### config.mk
export PLATFORM = sky130hd
export DESIGN_NAME = reg_file_mp
export DESIGN_NICKNAME = d
export VERILOG_FILES = /design/src/rtl/reg_file_mp.sv
export SDC_FILE = /design/constraint.sdc
export NUM_CORES = 2
export LEC_CHECK = 0
export CELL_PAD_IN_SITES_DETAIL_PLACEMENT = 1
export CELL_PAD_IN_SITES_GLOBAL_PLACEMENT = 1
export CORE_ASPECT_RATIO = 1.75
export CORE_MARGIN = 2
export CORE_UTILIZATION = 51
export DETAILED_ROUTE_END_ITERATION = 8
export GPL_TIMING_DRIVEN = 0
export PLACE_DENSITY = 0.87
export SYNTH_ARGS = -nofsm -noshare
export SYNTH_HDL_FRONTEND = slang
export SYNTH_SLANG_ARGS = --single-unit
### constraint.sdc
create_clock -name CLK -period 3.36 [get_ports CLK]
set_clock_uncertainty 0.2 [all_clocks]
set_input_delay 0.672 -clock CLK [delete_from_list [all_inputs] [get_ports CLK]]
set_output_delay 0.672 -clock CLK [all_outputs]
set_load 0.005 [all_outputs]
### src/rtl/reg_file_mp.sv
// Multi-port register file with two writeback ports and a per-register busy scoreboard.
// Define REG_FILE_BYPASS_EN to forward same-cycle writes to the read ports.
module reg_file_mp #(
    parameter int DATA_W   = 32,
    parameter int ADDR_W   = 5,
    parameter int NUM_RD   = 2,
    parameter int ZERO_REG = 1
) (
    input  logic                     CLK,
    input  logic                     RESET,
    input  logic                     WE_A,
    input  logic [ADDR_W-1:0]        WADDR_A,
    input  logic [DATA_W-1:0]        WDATA_A,
    input  logic                     WE_B,
    input  logic [ADDR_W-1:0]        WADDR_B,
    input  logic [DATA_W-1:0]        WDATA_B,
    input  logic                     RSV_EN,
    input  logic [ADDR_W-1:0]        RSV_ADDR,
    input  logic                     FLUSH,
    input  logic [NUM_RD*ADDR_W-1:0] RADDR,
    output logic [NUM_RD*DATA_W-1:0] RDATA,
    output logic [NUM_RD-1:0]        RBUSY,
    output logic                     ANY_BUSY
);

    localparam int NUM_REGS = 2**ADDR_W;

    logic [DATA_W-1:0]   regs [NUM_REGS];
    logic [NUM_REGS-1:0] busy;
    logic [NUM_REGS-1:0] busy_nxt;
    logic                wr_a_ok;
    logic                wr_b_ok;
    logic                rsv_ok;

    // Register 0 is hard-wired when ZERO_REG is set: writes and reserves to it are dropped.
    assign wr_a_ok = WE_A   && !((ZERO_REG != 0) && (WADDR_A  == '0));
    assign wr_b_ok = WE_B   && !((ZERO_REG != 0) && (WADDR_B  == '0));
    assign rsv_ok  = RSV_EN && !((ZERO_REG != 0) && (RSV_ADDR == '0));

    // Flush clears first, writes clear next, reserve sets last so a new producer wins.
    always_comb begin
        busy_nxt = FLUSH ? '0 : busy;
        if (wr_a_ok) busy_nxt[WADDR_A] = 1'b0;
        if (wr_b_ok) busy_nxt[WADDR_B] = 1'b0;
        if (rsv_ok)  busy_nxt[RSV_ADDR] = 1'b1;
    end

    always_ff @(negedge CLK or negedge RESET) begin
        if (!RESET) begin
            for (int i = 0; i < NUM_REGS; i++) begin
                regs[i] <= '0;
            end
            busy <= '0;
        end else begin
            if (wr_a_ok) regs[WADDR_A] <= WDATA_A;
            // Port B is assigned last so it owns a same-address collision.
            if (wr_b_ok) regs[WADDR_B] <= WDATA_B;
            busy <= busy_nxt;
        end
    end

    assign ANY_BUSY = |busy;

    for (genvar k = 0; k < NUM_RD; k++) begin : g_rd
        logic [ADDR_W-1:0] ra;
        logic [DATA_W-1:0] arr_data;

        assign ra       = RADDR[k*ADDR_W +: ADDR_W];
        assign arr_data = ((ZERO_REG != 0) && (ra == '0)) ? '0 : regs[ra];

`ifdef REG_FILE_BYPASS_EN
        logic hit_a;
        logic hit_b;
        logic rsv_hit;

        // Forwarding is suppressed while in reset so the outputs read as cleared.
        assign hit_a   = RESET && wr_a_ok && (WADDR_A == ra);
        assign hit_b   = RESET && wr_b_ok && (WADDR_B == ra);
        assign rsv_hit = rsv_ok && (RSV_ADDR == ra);

        assign RDATA[k*DATA_W +: DATA_W] = hit_b ? WDATA_B :
                                           hit_a ? WDATA_A : arr_data;
        assign RBUSY[k] = (hit_a || hit_b) ? rsv_hit : busy[ra];
`else
        assign RDATA[k*DATA_W +: DATA_W] = arr_data;
        assign RBUSY[k]                  = busy[ra];
`endif
    end

endmodule

==> results of run 1 <==
==> Yosys cell counts, types with 8 or more instances <==
master | count | area (um^2)
sky130_fd_sc_hd__mux4_2 | 369 | 8310
sky130_fd_sc_hd__a22oi_1 | 64 | 480
sky130_fd_sc_hd__nor2b_1 | 43 | 269
sky130_fd_sc_hd__nor4_1 | 8 | 50.1
sky130_fd_sc_hd__o22ai_1 | 13 | 81.3
sky130_fd_sc_hd__dfrtn_1 | 1056 | 26400
sky130_fd_sc_hd__o21ai_0 | 531 | 2660
sky130_fd_sc_hd__buf_1 | 34 | 128
sky130_fd_sc_hd__o21ai_1 | 18 | 90.1
sky130_fd_sc_hd__a221oi_1 | 56 | 490
sky130_fd_sc_hd__a211oi_1 | 64 | 480
sky130_fd_sc_hd__o221ai_1 | 65 | 569
sky130_fd_sc_hd__nor2_1 | 539 | 2020
sky130_fd_sc_hd__nand3b_1 | 21 | 158
sky130_fd_sc_hd__nand4_1 | 36 | 225
sky130_fd_sc_hd__mux2_2 | 67 | 754
sky130_fd_sc_hd__nand3_1 | 13 | 65.1
sky130_fd_sc_hd__buf_4 | 38 | 285
sky130_fd_sc_hd__buf_2 | 155 | 776
sky130_fd_sc_hd__clkbuf_1 | 546 | 2050
sky130_fd_sc_hd__o2111ai_1 | 9 | 78.8
sky130_fd_sc_hd__nand2_1 | 587 | 2200
sky130_fd_sc_hd__a21oi_1 | 546 | 2730
sky130_fd_sc_hd__nand4bb_1 | 14 | 158
sky130_fd_sc_hd__mux2i_1 | 1291 | 12900
sky130_fd_sc_hd__a311oi_1 | 32 | 280
sky130_fd_sc_hd__a32oi_1 | 24 | 210
==> per-stage QoR <==
step,util,instance area [um^2],setup WS (ns)
after CTS,0.634,81100,-2.05
after detailed placement,0.555,71100,-3.38
after floorplan,-,67100,-0.715
after global placement,0.552,70700,-49.06
==> layer usage <==
layer	global-route usage	overflow
met1	0.884	67
met2	1.03	1907
met3	0.791	91
met4	0.951	985
met5	0.489	3
==> kinds of logic after synthesis <==
group	count (synthesis)	share of synthesized area
AO/OA/AOI/OAI	1427	0.125
buffers and inverters	782	0.0505
flip-flops	1056	0.404
multiplexers	1727	0.336
AND/OR/NAND/NOR	1318	0.0850
==> timing repair <==
action                     4_1_cts
gates resized for setup       1334
setup endpoints to repair     1533
pin swaps                      238
buffers inserted               247
gates cloned                    33
==> metrics.txt, run 1 <==
# TYPE chip_impl_metric gauge
chip_impl_metric{name="track_usage",unit=""} 0.906
chip_impl_metric{name="place.detailed.hpwl",unit="um"} 319000
chip_impl_metric{name="gpl.final_weighted_congestion",unit=""} 1.10
chip_impl_metric{name="chipHeight",unit="um"} 478
chip_impl_metric{name="number_of_global_route_vias_before_repair",unit=""} 89600
chip_impl_info{name="outcome",value="did not finish"} 1
chip_impl_metric{name="row_count",unit=""} 174
chip_impl_metric{name="synth_warnings",unit=""} 0
chip_impl_metric{name="synthArstFlopShare",unit=""} 1.00
chip_impl_metric{name="die_outline_width",unit="um"} 275
chip_impl_metric{name="maximum_number_of_pins_on_one_net_before_global_route_repair",unit=""} 179
chip_impl_metric{name="grt_overflow_total",unit=""} 3053
chip_impl_metric{name="postSynthNetCount",unit=""} 6405
chip_impl_metric{name="synthesis.area_per_instance",unit="um^2"} 10.4
chip_impl_metric{name="holdBufCountCts",unit=""} 0
chip_impl_metric{name="synth-seq-cells",unit=""} 1056
chip_impl_metric{name="io_buffer_count",unit=""} 155
chip_impl_metric{name="cts.htree.levels",unit=""} 3
chip_impl_metric{name="dpl.cell_count",unit=""} 8150
chip_impl_metric{name="yosysUniqueCellTypes",unit=""} 54
chip_impl_metric{name="cts-buffers-inserted",unit=""} 106
chip_impl_info{name="cts_root_buf",value="sky130_fd_sc_hd__clkbuf_16"} 1
chip_impl_metric{name="synthCells",unit=""} 6310
chip_impl_metric{name="clock_path_buffers",unit=""} 3
chip_impl_metric{name="boundaryPins",unit=""} 162
chip_impl_metric{name="grt_pass1_wl",unit="um"} 849000
chip_impl_metric{name="start_util",unit=""} 0.512
chip_impl_info{name="haltStage",value="global routing"} 1
chip_impl_metric{name="mappedNetlistArea",unit="um^2"} 65500
chip_impl_info{name="tool_error",value="[ERROR GRT-0116] Global routing finished with congestion. Check the congestion regions in the DRC Viewer."} 1
chip_impl_metric{name="synth_sequential_area_ratio",unit=""} 0.404
chip_impl_info{name="ys_dominant_reg_cell",value="sky130_fd_sc_hd__dfrtn_1"} 1
chip_impl_metric{name="synth_enable_flop_cells",unit=""} 0
chip_impl_metric{name="clock_sink_count",unit=""} 1056
==> run 2: changes to the inputs <==
Settings changed: CELL_PAD_IN_SITES_DETAIL_PLACEMENT 1 to unset, CELL_PAD_IN_SITES_GLOBAL_PLACEMENT 1 to unset, CORE_ASPECT_RATIO 1.75 to unset, CORE_UTILIZATION 51 to 39, PLACE_DENSITY 0.87 to unset, PLACE_DENSITY_LB_ADDON set to 0.15.
==> metrics.txt, run 2 <==
# TYPE chip_impl_metric gauge
chip_impl_info{name="outcome",value="finished with violations"} 1
chip_impl_info{name="failed_checks",value="design-rule violations, max-capacitance violations, max-slew violations, negative setup slack"} 1
chip_impl_metric{name="io_buffer_count",unit=""} 155
chip_impl_metric{name="mappedNetlistArea",unit="um^2"} 65500
chip_impl_info{name="worstSetupEndpointType",value="primary output"} 1
chip_impl_info{name="rr_endpoint",value="regs[778]"} 1
chip_impl_metric{name="crit_buf_inv",unit=""} 5
chip_impl_metric{name="track_usage",unit=""} 0.555
chip_impl_info{name="biggestRegsByFlops",value="regs x1024, busy x32"} 1
chip_impl_metric{name="tightest_slew",unit="ns"} 1.82
chip_impl_metric{name="synth.top_cell.area_share",unit=""} 0.404
chip_impl_metric{name="timing.fmax",unit="MHz"} 182
chip_impl_metric{name="clock_pin_slew_on_the_worst_setup_and_hold_paths",unit="ns"} 0.04
chip_impl_info{name="unrepaired_setup_endpoints_after_global_routing",value="yes"} 1
chip_impl_metric{name="synthArstFlopShare",unit=""} 1.00
chip_impl_info{name="most-common-layout-cells",value="sky130_fd_sc_hd__mux2i_1 (1258), sky130_fd_sc_hd__dfrtn_1 (1056), sky130_fd_sc_hd__nand2_1 (580), sky130_fd_sc_hd__a21oi_1 (538), sky130_fd_sc_hd__nor2_1 (520)"} 1
chip_impl_info{name="tritoncts_clock_tree",value="yes"} 1
chip_impl_metric{name="synth_warnings",unit=""} 0
chip_impl_metric{name="core_region_area",unit="um^2"} 167000
chip_impl_metric{name="route.detailed.vias_per_inst",unit=""} 7.52
chip_impl_metric{name="crit_path_max_incr_delay",unit="ns"} 0.69
chip_impl_metric{name="r2r_cells",unit=""} 3
chip_impl_info{name="hold_path_class",value="flop to flop"} 1
chip_impl_info{name="cp_cell_sequence",value="clkdlybuf4s50_1 > buf_2 > buf_2 > buf_2 > mux2i_1 > nand2_1 > nand4_1 > a211oi_4 > buf_2"} 1
chip_impl_metric{name="synthesis.area_per_instance",unit="um^2"} 10.4
chip_impl_metric{name="yosysUniqueCellTypes",unit=""} 54
chip_impl_metric{name="holdBufCountCts",unit=""} 0
chip_impl_metric{name="grt_antenna_before_repair",unit=""} 31
chip_impl_info{name="post-synth-top-area-cell",value="sky130_fd_sc_hd__dfrtn_1"} 1
chip_impl_metric{name="worst_skew_pair.late_latency",unit="ns"} 0.75
chip_impl_metric{name="hold_viol",unit=""} 0
chip_impl_info{name="mostFrequentLayoutCell",value="sky130_fd_sc_hd__mux2i_1"} 1
chip_impl_metric{name="die_outline_width",unit="um"} 414
chip_impl_metric{name="grt_pass1_wl",unit="um"} 623000
chip_impl_info{name="synth.area.top_cells",value="sky130_fd_sc_hd__dfrtn_1 (40%), sky130_fd_sc_hd__mux2i_1 (20%), sky130_fd_sc_hd__mux4_2 (13%), sky130_fd_sc_hd__a21oi_1 (4.2%), sky130_fd_sc_hd__o21ai_0 (4.1%)"} 1
chip_impl_metric{name="period_share",unit=""} 1.64
chip_impl_metric{name="util_after_layout",unit=""} 0.516
chip_impl_metric{name="critPathArrivalTime",unit="ns"} 4.63
chip_impl_metric{name="detail_route.drc_violations",unit=""} 39
chip_impl_info{name="cpMostUsedCell",value="sky130_fd_sc_hd__buf_2"} 1
chip_impl_metric{name="clock_sink_count",unit=""} 1056
chip_impl_metric{name="drt-wirelength-per-cell",unit="um"} 52.1
chip_impl_metric{name="slew_viol_final",unit=""} 44
chip_impl_metric{name="row_count",unit=""} 150
chip_impl_info{name="crit_path_start_kind",value="input port"} 1
chip_impl_metric{name="final-setup-viol-count",unit=""} 1075
chip_impl_metric{name="synth_enable_flop_cells",unit=""} 0
chip_impl_info{name="whs_endpoint",value="regs[1000]"} 1
chip_impl_metric{name="max_slew_margin",unit=""} -0.216
chip_impl_metric{name="preCtsSetupSlack",unit="ns"} -3.26
chip_impl_metric{name="p_leak",unit="nW"} 38.2
chip_impl_metric{name="synth_sequential_area_ratio",unit=""} 0.404
chip_impl_info{name="worstSetupPathType",value="input port to primary output"} 1
chip_impl_metric{name="grt_overflow_total",unit=""} 0
chip_impl_info{name="min_from",value="regs[1000]"} 1
chip_impl_metric{name="area.growth.synth_to_final",unit="%"} 31.7
chip_impl_metric{name="detail_route.iter0.violations",unit=""} 13600
chip_impl_metric{name="layout_setup_ws",unit="ns"} -2.14
chip_impl_info{name="crit_family",value="buffers and inverters"} 1
chip_impl_metric{name="clock_path_buffers",unit=""} 3
chip_impl_metric{name="ff2ff_setup_slack",unit="ns"} 2.04
chip_impl_info{name="registers.top_by_ff_count",value="regs"} 1
chip_impl_metric{name="antenna_violating_nets_post_route",unit=""} 0
chip_impl_metric{name="chipHeight",unit="um"} 414
chip_impl_info{name="synth.top_cells.by_count",value="sky130_fd_sc_hd__mux2i_1 (1291), sky130_fd_sc_hd__dfrtn_1 (1056), sky130_fd_sc_hd__nand2_1 (587)"} 1
chip_impl_metric{name="ir_worst_vdd",unit="mV"} 0.571
chip_impl_metric{name="maxCapViolations",unit=""} 4
chip_impl_metric{name="synthCells",unit=""} 6310
chip_impl_metric{name="boundaryPins",unit=""} 162
chip_impl_metric{name="critical_path_peak_fanout",unit=""} 10
chip_impl_info{name="yosysMostFrequentCell",value="sky130_fd_sc_hd__mux2i_1"} 1
chip_impl_metric{name="drive_gt1_frac",unit=""} 0.285
chip_impl_metric{name="min_period",unit="ns"} 5.50
chip_impl_info{name="worstReg2RegStart",value="regs[778]"} 1
chip_impl_metric{name="start_util",unit=""} 0.392
chip_impl_info{name="cts_root_buf",value="sky130_fd_sc_hd__clkbuf_16"} 1
chip_impl_metric{name="firstDrtPassIters",unit=""} 9
chip_impl_metric{name="dpl.cell_count",unit=""} 8690
chip_impl_metric{name="design.die.area",unit="um^2"} 171000
chip_impl_metric{name="synth-seq-cells",unit=""} 1056
chip_impl_metric{name="maximum_number_of_pins_on_one_net_before_global_route_repair",unit=""} 136
chip_impl_metric{name="min_path_cells",unit=""} 1
chip_impl_metric{name="gpl.final_weighted_congestion",unit=""} 1.08
chip_impl_metric{name="largest_reg_flops",unit=""} 1024
chip_impl_metric{name="power_density",unit="nW/um^2"} 566
chip_impl_metric{name="wl",unit="um"} 489000
chip_impl_metric{name="detailroute.via_count",unit=""} 70600
chip_impl_metric{name="place.detailed.hpwl",unit="um"} 307000
chip_impl_metric{name="postSynthNetCount",unit=""} 6405
chip_impl_metric{name="cts-buffers-inserted",unit=""} 137
chip_impl_info{name="ys_dominant_reg_cell",value="sky130_fd_sc_hd__dfrtn_1"} 1
chip_impl_metric{name="number_of_global_route_vias_before_repair",unit=""} 63700
chip_impl_metric{name="worst_ep_required_time",unit="ns"} 2.49
chip_impl_metric{name="cts.htree.levels",unit=""} 4
chip_impl_info{name="critical_path.slowest_cell",value="sky130_fd_sc_hd__clkdlybuf4s50_1"} 1
chip_impl_metric{name="num-nets-final",unit=""} 7132
chip_impl_metric{name="final-instance-count-excl-fill",unit=""} 9382
-- run 2: cell counts after synthesis --
No cell type changed its count.
-- run 2: stage by stage --
| stage | cell area, um^2 | hold slack (ns) | total power [mW] | TNS (ns) |
|---|---|---|---|---|
| floorplan | 67100 | 0.202 | 25.7 | -471.61 |
| global placement | 71400 | 0.213 | 30.5 | - |
| detailed placement | 72000 | 0.228 | 30.9 | -3560.58 |
| CTS | 84700 | 0.228 | 47.1 | -431.65 |
| global route | 86200 | 0.245 | 49.6 | -463.79 |
| finish | 86200 | 0.234 | 48.8 | -446.71 |
-- run 2: cell type report --
cell class              count  area [um^2]
clock inverters            30          274
diodes                     38         95.1
flip-flops and latches   1056        26400
fillers                 14900        80800
clock buffers             212         4150
multi-input cells        4472        38700
inverters                   4         18.8
plain buffers             758         5930
well taps                2204         2760
repair buffers            608         7920
-- run 2: worst max path at each step --
| stage | slack, ns | cells after the start | start | to |
|---|---|---|---|---|
| after floorplan | -0.71 | 3 | busy[31] | RBUSY[1] |
| after global placement | -52.15 | 1 | RESET | regs[16] |
| after detailed placement | -3.26 | 7 | RADDR[3] | RDATA[15] |
| after CTS | -1.91 | 5 | regs[12] | RDATA[12] |
| after global routing | -1.93 | 5 | regs[5] | RDATA[5] |
| final | -2.14 | 9 | RADDR[2] | RDATA[11] |
-- run 2: per-layer routing --
| metal | up-vias | track usage | part of all wire |
|---|---|---|---|
| met2 | 7937 | 0.699 | 0.37 |
| met3 | 2723 | 0.354 | 0.17 |
| li1 | 24600 | - | - |
| met1 | 35200 | 0.631 | 0.34 |
| met5 | - | 0.0709 | 0.0049 |
| met4 | 60 | 0.488 | 0.12 |
-- run 2: kinds of logic after synthesis --
logic type,after synthesis,synth area share
flops,1056,0.404
buf+inv,782,0.0505
mux,1727,0.336
simple gates,1318,0.0850
compound gates,1427,0.125
-- run 2: timing repair --
item	4_1_cts	5_1_grt
buffers inserted	283	102
gates resized for setup	1320	397
endpoints found under the setup margin	1736	1228
cloned	70	22
pin swaps	220	203
-- run 2: worst register-to-register path, cell delays in order, from the launching register on --
cell	delay, ns
sky130_fd_sc_hd__dfrtn_1	0.51
sky130_fd_sc_hd__buf_4	0.22
sky130_fd_sc_hd__mux2i_1	0.12
sky130_fd_sc_hd__a21oi_1	0.09
-- run 2: power breakdown --
part	internal [mW]	leakage, nW	total [mW]	switching (mW)
Clock	8.71	2.19	15.4	6.67
Combinational	6.40	23.0	14.1	7.72
Sequential	16.2	13.0	19.3	3.11
Total	31.3	38.2	48.8	17.5
No activity file was read; power rests on OpenSTA's default activity.
